===== config.mk =====
export PLATFORM = sky130hd
export DESIGN_NAME = regfile_sb
export DESIGN_NICKNAME = d
export VERILOG_FILES = /design/src/rtl/regfile_pkg.sv /design/src/rtl/sb_counter.sv /design/src/rtl/regfile_sb.sv
export SDC_FILE = /design/constraint.sdc
export NUM_CORES = 2
export LEC_CHECK = 0
export ABC_CLOCK_PERIOD_IN_PS = 2700
export BUFFER_PORTS_ARGS = -buffer_cell sky130_fd_sc_hd__buf_2
export CAP_MARGIN = 20
export CORE_MARGIN = 2
export CORE_UTILIZATION = 44
export CTS_CLUSTER_SIZE = 28
export DETAILED_ROUTE_END_ITERATION = 10
export SYNTH_ARGS = -nofsm -noshare
export SYNTH_HDL_FRONTEND = slang
export SYNTH_SLANG_ARGS = --single-unit

===== constraint.sdc =====
create_clock -name i_clk -period 2.7 [get_ports i_clk]
set_input_delay 0 -clock i_clk [delete_from_list [all_inputs] [get_ports i_clk]]
set_output_delay 0 -clock i_clk [all_outputs]
set_load 0.03 [all_outputs]

===== src/rtl/regfile_pkg.sv =====
// Shared defaults for the scoreboarded register file: widths, register count
// and the pending-write counter type.
package regfile_pkg;

  localparam int XLEN_DEF  = 64;
  localparam int NREGS_DEF = 32;
  localparam int NRD_DEF   = 2;
  localparam int CNTW_DEF  = 2;
  localparam int AW_DEF    = $clog2(NREGS_DEF);

  typedef logic [CNTW_DEF-1:0] cnt_t;

  // Largest count a CNTW-bit pending-write counter can hold.
  function automatic int unsigned cnt_max(input int unsigned cntw);
    return (32'd1 << cntw) - 32'd1;
  endfunction

endpackage


===== src/rtl/sb_counter.sv =====
// One pending-write counter: counts issued-but-unwritten producers of a
// register, saturating at its maximum; i_clr squashes pending counts.
module sb_counter
  import regfile_pkg::*;
#(
  parameter int CNTW = CNTW_DEF
) (
  input  logic i_clk,
  input  logic i_reset_n,
  input  logic i_clr,
  input  logic i_inc,
  input  logic i_dec,
  output logic o_busy,
  output logic o_sat,
  output logic o_one
);

  localparam logic [CNTW-1:0] MAX_CNT = CNTW'(cnt_max(CNTW));

  logic [CNTW-1:0] r_cnt;
  logic            w_inc;
  logic            w_dec;

  assign o_busy = (r_cnt != '0);
  assign o_sat  = (r_cnt == MAX_CNT);
  assign o_one  = (r_cnt == CNTW'(1));

  // A saturated counter ignores issues; a write only retires a tracked producer.
  assign w_inc = i_inc && !o_sat;
  assign w_dec = i_dec && o_busy && !i_clr;

  always_ff @(posedge i_clk or negedge i_reset_n) begin
    if (!i_reset_n) begin
      r_cnt <= '0;
    end else if (i_clr) begin
      r_cnt <= w_inc ? CNTW'(1) : '0;
    end else if (w_inc && !w_dec) begin
      r_cnt <= r_cnt + CNTW'(1);
    end else if (w_dec && !w_inc) begin
      r_cnt <= r_cnt - CNTW'(1);
    end
  end

endmodule


===== src/rtl/regfile_sb.sv =====
// Register file with per-register pending-write scoreboard and busy flags.
// Define REGFILE_BYPASS_EN to forward same-cycle writeback data/busy to reads.
module regfile_sb
  import regfile_pkg::*;
#(
  parameter  int XLEN  = XLEN_DEF,
  parameter  int NREGS = NREGS_DEF,
  parameter  int NRD   = NRD_DEF,
  parameter  int CNTW  = CNTW_DEF,
  localparam int AW    = $clog2(NREGS)
) (
  input  logic              i_clk,
  input  logic              i_reset_n,
  input  logic [NRD*AW-1:0] i_rd_addr,
  output logic [NRD*XLEN-1:0] o_rd_data,
  output logic [NRD-1:0]    o_rd_busy,
  input  logic              i_issue_valid,
  input  logic [AW-1:0]     i_issue_rd,
  input  logic              i_we,
  input  logic [AW-1:0]     i_wr_addr,
  input  logic [XLEN-1:0]   i_wr_data,
  input  logic              i_flush,
  output logic              o_sb_err
);

  logic [XLEN-1:0]  r_mem [NREGS];
  logic [NREGS-1:0] w_busy;
  logic [NREGS-1:0] w_sat;
  logic [NREGS-1:0] w_one;
  logic             w_issue_sat;
  logic             r_sb_err;

  always_ff @(posedge i_clk or negedge i_reset_n) begin
    if (!i_reset_n) begin
      for (int i = 0; i < NREGS; i++) begin
        r_mem[i] <= '0;
      end
    end else if (i_we && (i_wr_addr != '0)) begin
      r_mem[i_wr_addr] <= i_wr_data;
    end
  end

  // Register 0 has no counter: it is never busy and can never saturate.
  assign w_busy[0] = 1'b0;
  assign w_sat[0]  = 1'b0;
  assign w_one[0]  = 1'b0;

  genvar gi;
  generate
    for (gi = 1; gi < NREGS; gi++) begin : g_cnt
      sb_counter #(.CNTW(CNTW)) u_cnt (
        .i_clk     (i_clk),
        .i_reset_n (i_reset_n),
        .i_clr     (i_flush),
        .i_inc     (i_issue_valid && (i_issue_rd == AW'(gi))),
        .i_dec     (i_we && (i_wr_addr == AW'(gi))),
        .o_busy    (w_busy[gi]),
        .o_sat     (w_sat[gi]),
        .o_one     (w_one[gi])
      );
    end
  endgenerate

  assign w_issue_sat = i_issue_valid && (i_issue_rd != '0) && w_sat[i_issue_rd];

  always_ff @(posedge i_clk or negedge i_reset_n) begin
    if (!i_reset_n) begin
      r_sb_err <= 1'b0;
    end else if (w_issue_sat) begin
      r_sb_err <= 1'b1;
    end
  end

  assign o_sb_err = r_sb_err;

  generate
    for (gi = 0; gi < NRD; gi++) begin : g_rd
      logic [AW-1:0]   w_addr;
      logic [XLEN-1:0] w_stored;
      logic            w_hit;

      assign w_addr   = i_rd_addr[gi*AW +: AW];
      assign w_stored = (w_addr == '0) ? '0 : r_mem[w_addr];
      assign w_hit    = i_we && (i_wr_addr == w_addr) && (w_addr != '0);

`ifdef REGFILE_BYPASS_EN
      // The last outstanding producer writing this cycle clears busy early.
      assign o_rd_data[gi*XLEN +: XLEN] = w_hit ? i_wr_data : w_stored;
      assign o_rd_busy[gi] = w_busy[w_addr] && !(w_hit && w_one[w_addr]);
`else
      logic w_unused_hit;
      assign w_unused_hit = w_hit;
      assign o_rd_data[gi*XLEN +: XLEN] = w_stored;
      assign o_rd_busy[gi] = w_busy[w_addr];
`endif
    end
  endgenerate

`ifndef REGFILE_BYPASS_EN
  logic w_unused_one;
  assign w_unused_one = ^w_one;
`endif

endmodule


==> flow_metrics.tcl <==
set metrics [dict create \
    status "complete, but fails checks" \
    violations "negative setup slack" \
    worst_slew_pin_slew_ns 1.11 \
    port_buffers 219 \
    dieArea_mm2 0.261 \
    num_rows 185 \
    slew_viol_final 0 \
    coreArea_mm2 0.255 \
    cp_slowest_cell "mux4_2" \
    p_leak_nw 56.2 \
    ios 220 \
    p_per_area_mw_per_mm2 734 \
    htreeDepth 4 \
    cts_inserted_buffers 236 \
    worst_setup_path_end_kind "output pin" \
    crit_path_start_kind "register" \
    route.vias.total 71200 \
    cpPeakStageDelay_ns 0.55 \
    start_util_pct 44.3 \
    pre_cts_ws_ns 0.113 \
    post-route-drc-count 0 \
    syn_area_per_cell_um2 15.3 \
    maxCapViolCount 0 \
    routed_via_density 6.46 \
    total_power_mw 95.0 \
    routedWlPerCell_um 31.9 \
    min_path_type "input pin to register" \
    crit_fanout 6 \
    final_hold_viol_count 0 \
    max-vdd-ir-drop_v 0.000584 \
    max-slew-margin-rel_pct 26.1 \
    synth_nets 7463 \
    grt-ovfl-total 0 \
    grt_max_degree 142 \
    max_freq_mhz 358 \
    grt_pass1_wl_mm 519 \
    nets 7563 \
    drtIter0Drc 5997 \
    syn_area_mm2 0.113 \
    grt_usage_pct 27.0 \
    gp_congestion 0.832 \
    cts.path.max_buffers 4 \
    setup_slack_ns -0.0906 \
    yosysUniqueCellTypes 68 \
    detail-route-antenna-nets 0 \
    clkSinkCount 2111 \
    finalSetupViolCount 4 \
    synth_area_leaders "dfrtp_1, mux4_2, mux2_2" \
    synth_edf_count 0 \
    worstPathArrival_ns 2.79 \
    yosysWarnings 0 \
    ys_seq_elements 2111 \
    tns_ns -0.280 \
    cts_tree "built" \
    async_flop_share_pct 100 \
    antenna_found_initial 13 \
    root_buffer "clkbuf_16" \
    clkTransAtPathRegs_ns 0.06 \
    min_period_ns 2.79 \
    routed_wl_mm 352 \
    die_h_um 511 \
    placed_area_mm2 0.120 \
    syn_to_final_growth_pct 14.7 \
    finish.utilization_pct 50.8 \
    nFillCells 21100 \
    drive_gt1_share_pct 53.9 \
    holdWs_ns 0.107 \
    grt_setup_unrepaired "yes" \
    cp.required_ns 2.70 \
    fin_crit_sh_pct 103 \
    syn_inst 7374 \
    synthFlopType "dfrtp_1" \
    dr.pass1.iters 8 \
    seq_area_frac_synth_pct 46.8 \
    critPathBufInv 1 \
    path_class "register to output pin" \
    synth_top_area_cell "dfrtp_1" \
    clkLatencyLatePin_ns 0.89 \
    finClkSkew_ns 0.00712 \
    fin_area_mm2 0.129 \
    path_cells "nor3_2 -> a21oi_1 -> mux4_2 -> a221oi_4 -> a311oi_4 -> buf_6" \
    first_global_vias 74800 \
    die_w_um 511 \
    cp_top_family "multiplexers" \
    layout.cells.non_filler 11000 \
    netlist.area_leader.share_pct 46.8 \
    dp_hpwl_mm 210 \
    placed_cells 10500 \
]
==> worst paths after layout <==
kind,slack [ns],startpoint,end,cells past startpoint
min,0.11,i_wr_addr[2],g_cnt[28].u_cnt.r_cnt[1],5
max in group asynchronous,1.30,i_reset_n,r_mem[1756],4
max,-0.09,g_cnt[8].u_cnt.r_cnt[1],o_rd_busy[0],6
max reg2reg,0.08,g_cnt[19].u_cnt.r_cnt[1],o_sb_err,7
min in group asynchronous,0.52,i_reset_n,g_cnt[20].u_cnt.r_cnt[0],4
min reg2reg,0.38,r_mem[2002],r_mem[2002],0
==> flip-flops by register name (all words and copies together), names as in the netlist <==
name / cells
g_cnt.u_cnt.r_cnt: 62
o_sb_err: 1
r_mem: 2048
==> cells in the final DEF (no fill, tap or decap), types with 8 or more instances in the layout <==
cell type	count
nor2_4	12
clkbuf_16	239
clkbuf_8	64
mux2_1	59
o21ai_0	62
dfrtp_1	2090
a21o_1	115
nand2b_1	19
nor3_1	12
a211oi_1	17
mux4_2	1166
a221oi_1	9
buf_12	172
clkinv_2	43
a21o_4	20
dfrtp_2	21
mux2_2	1871
o311a_1	9
o22ai_1	124
a311oi_1	8
buf_6	54
buf_2	136
and2_1	8
nor2_1	98
nand2_4	11
nand3_1	22
mux2i_1	248
o21a_1	26
nand3b_1	8
a21oi_1	55
bufinv_16	14
clkbuf_1	56
nand2_1	296
nor2_2	8
dlygate4sd3_1	95
buf_4	228
inv_1	13
==> where the power goes <==
group	total, mW	internal, mW	leakage (nW)	switching (mW)
combinational	20.7	12.3	25.2	8.43
clock	32.6	19.2	3.85	13.4
sequential	41.7	37.5	27.1	4.19
total	95.0	68.9	56.2	26.0
==> cell families after synthesis <==
logic type / count (synthesis) / synth area share, %
AOI/OAI and AO/OA: 498 / 2.97
buffers and inverters: 848 / 3.16
DFF: 2111 / 46.8
muxes: 3354 / 44.8
and+or+nand+nor: 563 / 2.28
==> repair_timing <==
item	in CTS	in global routing
pin swaps	24	11
setup buffers	11	18
resized for setup	143	93
hold buffers	96	0
endpoints found under the setup margin	54	57
endpoints found under the hold margin	4158	0
==> worst reg2reg max path, cell delays in order, from the launching register on <==
cell and delay, ns:
dfrtp_1 0.45, nand2_1 0.14, mux4_2 0.47, mux2i_1 0.18, nand4b_1 0.11, dlygate4sd3_1 0.58, o211ai_1 0.08, dlygate4sd3_1 0.57
==> Yosys cell counts, drive strengths merged (23+ instances only) <==
| master | count |
|---|---|
| nand2 | 307 |
| a21oi | 55 |
| mux2i | 257 |
| nand3 | 23 |
| mux4 | 1166 |
| dfrtp | 2111 |
| clkbuf | 479 |
| nor2 | 118 |
| mux2 | 1931 |
| a21o | 135 |
| o21a | 26 |
| o21ai | 66 |
| o22ai | 128 |
| buf | 353 |
==> layout make-up <==
type,count,area [um^2],share of cell area [%]
inverters,16,77.6,0.0599
multi-input cells,4415,57000,44.1
well taps,3366,4210,3.25
diodes,4,10.0,0.00773
clock buffers,357,7040,5.44
clock inverters,65,718,0.555
flip-flops and latches,2111,52900,40.8
repair buffers,694,7510,5.80
==> routing by layer <==
metal / track usage (%) / vias up / part of all wire [%]
met4: 8.36 / 10 / 3.3
met2: 44.2 / 2535 / 48
met5: 0 / - / 0.016
met1: 37.3 / 39300 / 42
met3: 4.16 / 664 / 6.0
li1: - / 28700 / -
Power figures use the tool's default switching activity.
